--- config.mk ---
export PLATFORM = sky130hd
export DESIGN_NAME = lemming_array_fsm
export DESIGN_NICKNAME = d
export VERILOG_FILES = /design/src/rtl/lemming_array_fsm.sv
export SDC_FILE = /design/constraint.sdc
export NUM_CORES = 1
export LEC_CHECK = 0
export BUFFER_PORTS_ARGS = -buffer_cell sky130_fd_sc_hd__buf_2
export CORE_MARGIN = 4
export CORE_UTILIZATION = 55
export CTS_CLUSTER_DIAMETER = 40
export DETAILED_ROUTE_END_ITERATION = 8
export GPL_TIMING_DRIVEN = 0
export MAX_ROUTING_LAYER = met4
export PLACE_DENSITY_LB_ADDON = 0.3
export SETUP_SLACK_MARGIN = 0.5
export SYNTH_ARGS = -nofsm -noshare
export SYNTH_HDL_FRONTEND = slang
export SYNTH_SLANG_ARGS = --single-unit
--- constraint.sdc ---
create_clock -name clk -period 2.1 [get_ports clk]
set_input_delay 0.21 -clock clk [delete_from_list [all_inputs] [get_ports clk]]
set_output_delay 0.21 -clock clk [all_outputs]
set_load 0.03 [all_outputs]
--- src/rtl/lemming_array_fsm.sv ---
// NUM_LEM independent lemming FSMs (walk/dig/fall/splat) with a shared alive count.
// Optional respawn input from SPLAT is enabled by defining LEMMING_RESPAWN_EN.
module lemming_array_fsm #(
    parameter int NUM_LEM     = 4,
    parameter int SPLAT_LIMIT = 20
) (
    input  logic                         clk,
    input  logic                         areset_n,
    input  logic [NUM_LEM-1:0]           bump_left,
    input  logic [NUM_LEM-1:0]           bump_right,
    input  logic [NUM_LEM-1:0]           ground,
    input  logic [NUM_LEM-1:0]           dig,
`ifdef LEMMING_RESPAWN_EN
    input  logic [NUM_LEM-1:0]           respawn,
`endif
    output logic [NUM_LEM-1:0]           walk_left,
    output logic [NUM_LEM-1:0]           walk_right,
    output logic [NUM_LEM-1:0]           aaah,
    output logic [NUM_LEM-1:0]           digging,
    output logic [NUM_LEM-1:0]           splat,
    output logic [$clog2(NUM_LEM+1)-1:0] alive_cnt
);
    localparam int CW = $clog2(SPLAT_LIMIT + 2);
    localparam int AW = $clog2(NUM_LEM + 1);
    localparam logic [CW-1:0] CNT_LIMIT = CW'(SPLAT_LIMIT);
    localparam logic [CW-1:0] CNT_MAX   = CW'(SPLAT_LIMIT + 1);

    typedef enum logic [2:0] {
        S_WL    = 3'd0,
        S_WR    = 3'd1,
        S_FL    = 3'd2,
        S_FR    = 3'd3,
        S_DL    = 3'd4,
        S_DR    = 3'd5,
        S_SPLAT = 3'd6
    } state_t;

    genvar gi;
    generate
        for (gi = 0; gi < NUM_LEM; gi++) begin : g_lem
            state_t        state_reg, state_next;
            logic [CW-1:0] fall_cnt_reg, fall_cnt_next;
            logic          wl_reg, wr_reg, aaah_reg, dig_reg, splat_reg;
            logic          respawn_req;

`ifdef LEMMING_RESPAWN_EN
            assign respawn_req = respawn[gi];
`else
            assign respawn_req = 1'b0;
`endif

            always_comb begin
                state_next = state_reg;
                case (state_reg)
                    S_WL: begin
                        if (!ground[gi])        state_next = S_FL;
                        else if (dig[gi])       state_next = S_DL;
                        else if (bump_left[gi]) state_next = S_WR;
                    end
                    S_WR: begin
                        if (!ground[gi])         state_next = S_FR;
                        else if (dig[gi])        state_next = S_DR;
                        else if (bump_right[gi]) state_next = S_WL;
                    end
                    S_DL: if (!ground[gi]) state_next = S_FL;
                    S_DR: if (!ground[gi]) state_next = S_FR;
                    S_FL: if (ground[gi]) state_next = (fall_cnt_reg > CNT_LIMIT) ? S_SPLAT : S_WL;
                    S_FR: if (ground[gi]) state_next = (fall_cnt_reg > CNT_LIMIT) ? S_SPLAT : S_WR;
                    S_SPLAT: if (respawn_req) state_next = S_WL;
                    default: state_next = S_WL;
                endcase

                // Counter tracks the fall the lemming is in next cycle, so it reads 1 on the first aaah cycle.
                fall_cnt_next = '0;
                if (state_next == S_FL || state_next == S_FR)
                    fall_cnt_next = (fall_cnt_reg == CNT_MAX) ? CNT_MAX : fall_cnt_reg + CW'(1);
            end

            always_ff @(posedge clk or negedge areset_n) begin
                if (!areset_n) begin
                    state_reg    <= S_WL;
                    fall_cnt_reg <= '0;
                    wl_reg       <= 1'b1;
                    wr_reg       <= 1'b0;
                    aaah_reg     <= 1'b0;
                    dig_reg      <= 1'b0;
                    splat_reg    <= 1'b0;
                end else begin
                    state_reg    <= state_next;
                    fall_cnt_reg <= fall_cnt_next;
                    wl_reg       <= (state_next == S_WL);
                    wr_reg       <= (state_next == S_WR);
                    aaah_reg     <= (state_next == S_FL) || (state_next == S_FR);
                    dig_reg      <= (state_next == S_DL) || (state_next == S_DR);
                    splat_reg    <= (state_next == S_SPLAT);
                end
            end

            assign walk_left[gi]  = wl_reg;
            assign walk_right[gi] = wr_reg;
            assign aaah[gi]       = aaah_reg;
            assign digging[gi]    = dig_reg;
            assign splat[gi]      = splat_reg;
        end
    endgenerate

    always_comb begin
        alive_cnt = '0;
        for (int i = 0; i < NUM_LEM; i++)
            if (!splat[i]) alive_cnt = alive_cnt + AW'(1);
    end
endmodule
Yosys cells after proc, flatten, opt, wreduce, memory -nomap -nowiden
Cells that the tools add are included.
Widths: inputs -> output; s select.
{"block": "totals", "output_inout_bits": 23, "word_cells": 171, "input_bits": 18, "reg_bits": 52}
{"block": "op_classes", "magnitude_cmp": 4, "n_eq_ne": 52, "muxes": 64, "n_addsub": 7, "reduce_logical": 16}
{"op": "$mux 3", "n": 51}
{"op": "$pmux 3 s7", "n": 4}
{"op": "$eq 3x3->1 const B", "n": 24}
{"op": "$eq 3x2->1 const B", "n": 16}
{"op": "$mux 5", "n": 8}
{"op": "$eq 3x1->1 const B", "n": 8}
{"op": "$logic_not 3->1", "n": 8}
{"op": "$add 5x1->5 const B", "n": 4}
{"op": "$eq 5x5->1 const B", "n": 4}
{"op": "$gt 5x5->1 const B", "n": 4}
{"op": "$add 3x1->3 const B", "n": 3}
{"op": "$logic_or 1x1->1", "n": 8}
{"op": "$mux 1", "n": 1}

Logic depth before layout (Yosys ltp)
{"block": "logic_depth", "depth_word": 7, "ltp_mapped": 7, "mapped_depth_nobuf": 7}

Worst setup path before layout
OpenSTA, ideal clock, no wires.
{"block": "synth_timing", "kind": "register to output", "startpoint": "reg g_lem[0].splat_reg", "endpoint": "out alive_cnt[2]", "stages_incl_launch_ff": 7, "path_buffers": 0, "required_ns": 1.890, "t_arrival_ns": 1.712, "setup_slack_ns": 0.178, "path_cell_list": "dfrtp_1 -> inv_1 -> ha_1 -> xnor2_1 -> ha_1 -> nor2b_1 -> xnor2_1"}
{"block": "synth_via", "elab_chain_len": 7}
{"item": "start, declared", "line": "43", "source": "logic wl_reg, wr_reg, aaah_reg, dig_reg, splat_reg;"}
{"item": "start signal, assigned", "line": "95", "source": "splat_reg <= (state_next == S_SPLAT);"}
{"item": "$mux 1 (*)", "line": "110", "source": "if (!splat[i]) alive_cnt = alive_cnt + AW'(1);"}
{"item": "$add 3x1->3", "line": "110"}
{"item": "$mux 3 (*)", "line": "110"}
{"item": "$add 3x1->3", "line": "110"}
{"item": "$mux 3 (*)", "line": "110"}
{"item": "$add 3x1->3", "line": "110"}
{"item": "$mux 3 (*)", "line": "110"}
{"item": "end, declared", "line": "21", "source": "output logic [$clog2(NUM_LEM+1)-1:0] alive_cnt"}
Every way passes the cells marked *; elsewhere a longest branch is shown, timed or not.

Worst setup path after layout
{"block": "layout_timing", "startpoint": "reg g_lem[0].splat_reg", "endpoint": "out alive_cnt[1]"}
The elaborated chain is that of the path after synthesis.

==> reports/results.ini <==
[sta]
setup_viol = 0
worst_slew_pin_slew_ns = 1.067
fin_worst_skew_ns = 0.004490
fmax_mhz = 485.2
period_share_pct = 98.15
hold_violations = 0
period_minus_slack_ns = 2.061
slew_violations = 0
grt_setup_unrepaired = yes
tns_ns = 0
slew_headroom_pct = 28.86

[global_route]
grt_overflow = 0
antenna_found_initial = 0
grt_max_degree = 53
track_usage_pct = 17.56
grt_pass1_vias = 1908
grt_pass1_wl_um = 8293

[routing]
viasPerCell = 5.300
drc = 0
num_vias = 1977
first_iter_violations = 101
firstDrtPassIters = 4
wl_per_cell_um = 12.79
wirelength_um = 4771
ant_nets = 0

[worst_setup_path]
cp_common_cell = ha_4
cp.arrival_ns = 1.85
start_kind = flip-flop
cp.required_ns = 1.89
startpoint = g_lem[0].splat_reg
r2r_start = g_lem[1].fall_cnt_reg[0]
worstPathCellList = inv_2, ha_4, xnor2_4, ha_4, mux2_4, buf_6
r2r_slack_ns = 0.54
critPathCapture = alive_cnt[1]
max_stage_delay_ns = 0.43
slowest_stage = dfrtp_1
cp_max_fo = 3
worstSetupPathType = flip-flop to output pin
r2r-end = g_lem[1].wl_reg
ff2ff_path_depth = 6
end_kind = output pin

[synth]
syn_inst = 249
netlist.area_leader.share_pct = 44.76
synth-edff-count = 0
synthTopCellsByArea = dfrtp_1 (45%), ha_1 (7.0%), buf_4 (5.9%), dfstp_2 (3.9%), inv_1 (3.1%)
synth_cell_types = 50
avgSynthCellArea_um2 = 10.78
yosysSeqAreaShare_pct = 48.67
synthFlopType = dfrtp_1
syn-num-nets = 282
yosys.area.top_type = dfrtp_1
syn-cell-area_mm2 = 0.002684
ys_async_sr_fraction_pct = 100.0
ys_warn_count = 0
ys_ff_latch = 52

[die]
placementRows = 25
io_pins = 41
die_width_um = 77.86
die_area_mm2 = 0.006061
die_h_um = 77.86
initial_utilization_pct = 56.82
core_mm2 = 0.004723

[placed_design]
portBuffers = 40
place_inst = 356
dp_hpwl_um = 3425
dpl_cell_area_mm2 = 0.003018
gp_congestion = 0.8802

[power]
leakage_nw = 1.645
power_per_cell_area_mw_per_mm2 = 1036
worst_ir_drop_vdd_mv = 0.5430

[clock_tree]
cts_made_buffers = 5
cts_buffer_depth = 2
cts-root-buf = clkbuf_8
cts_tree = yes
clk-insertion-delay-late_ns = 0.30
cts.sinks = 52
h-tree-depth = 2
cts.clk_slew.worst_paths_ns = 0.08
ctsHoldBuffers = 0

[finish]
mostFrequentLayoutCell = dfrtp_1
design_area_mm2 = 0.003296
diodes = 0
largest_reg_flops = 20
final_cell_mix = dfrtp_1 (48), buf_2 (38), buf_4 (29), inv_1 (18)
final_util_pct = 69.77
drive_gt1_share_pct = 35.29
finalNetCount = 338
stdcell_count = 373
syn2layout_area_growth_pct = 22.80

[run]
cap_violations = 0

[worst_hold_path]
worstHoldPathType = input pin to asynchronous set/reset pin

[run_status]
status = finished clean

-- layout make-up --
cell class,count,area [µm²]
clock inverter,2,10.01
fill,353,1428
buffer,23,166.4
inverter,22,82.58
clock buffer,6,82.58
sequential,52,1306
tap,67,83.83
timing repair buffer,49,290.3
multi-input combinational,152,1274
-- cells by family (layout without fill, tap and decap cells) --
kind of cell               after synthesis  after routing  synth area share, %
and+or+nand+nor                         74             74                17.34
DFF                                     52             52                48.67
AOI/OAI and AO/OA                       49             49                12.96
buffers and inverters                   45            102                9.277
adders and majority gates               15             15                6.993
xor gates and xnor gates                11             11                3.590
muxes                                    3              3                1.166
-- where the power goes --
group	total [mW]	switching, mW	internal (mW)	leakage [nW]
registers	1.37	0.176	1.20	0.674
clock network	0.578	0.315	0.263	0.0510
logic	1.47	0.738	0.728	0.921
-- through the flow --
step	power (mW)	setup slack [ns]	hold slack, ns
after floorplan	2.280	0.5148	-0.08559
after global placement	2.542	0.3515	0.4597
after detailed placement	2.583	0.3166	0.4731
after CTS	3.302	0.03582	0.1376
after global routing	3.644	-0.02635	0.1719
final	3.415	0.03893	0.09397
-- synth_stat cells (2+ instances only) --
cell	number
a211oi_1	2
a21o_1	3
a21oi_1	10
a31oi_1	4
a41oi_1	2
and2_1	3
and2b_1	2
and3_1	10
and4b_1	2
buf_4	21
dfrtp_1	48
dfstp_2	4
ha_1	15
inv_1	22
mux2i_1	2
nand2_1	9
nand2b_1	2
nand3_1	10
nand3b_1	3
nand4b_1	4
nor2_1	11
nor2b_1	7
nor3_1	2
nor4b_2	2
o2111ai_1	3
o211ai_1	4
o21a_1	2
o21ai_0	7
o221ai_1	2
o22ai_1	2
xnor2_1	7
xor2_1	4
-- worst min path at each step --
stage	to	from	slack [ns]
global route	g_lem[0].state_reg[1]	ground[0]	0.17
finish	g_lem[0].wr_reg	areset_n	0.09
CTS	g_lem[2].state_reg[1]	ground[2]	0.14
floorplan	g_lem[0].aaah_reg	areset_n	-0.09
detailed placement	g_lem[2].state_reg[1]	ground[2]	0.47
global placement	g_lem[2].state_reg[1]	ground[2]	0.46
-- what timing repair did --
action | CTS | global route
pin swaps | 2 | 7
setup endpoints to repair | 6 | 9
buffers inserted | 2 | 7
resized for setup | 9 | 13
-- per-layer routing --
| layer | track usage (%) | routed length (µm) |
|---|---|---|
| met4 | 8.007 | 92 |
| met2 | 28.17 | 2302 |
| met3 | 3.364 | 182 |
| met1 | 21.51 | 2194 |
| met5 | - | 0 |
-- worst max-delay path, delay by kind of cell (launching register included) --
family,cells,cell delay [ns]
buffers and inverters,2,0.20
muxes,1,0.28
adders and majority gates,2,0.51
xor gates and xnor gates,1,0.13
DFF,1,0.43
Note: power is estimated with default switching activity, not from simulation.
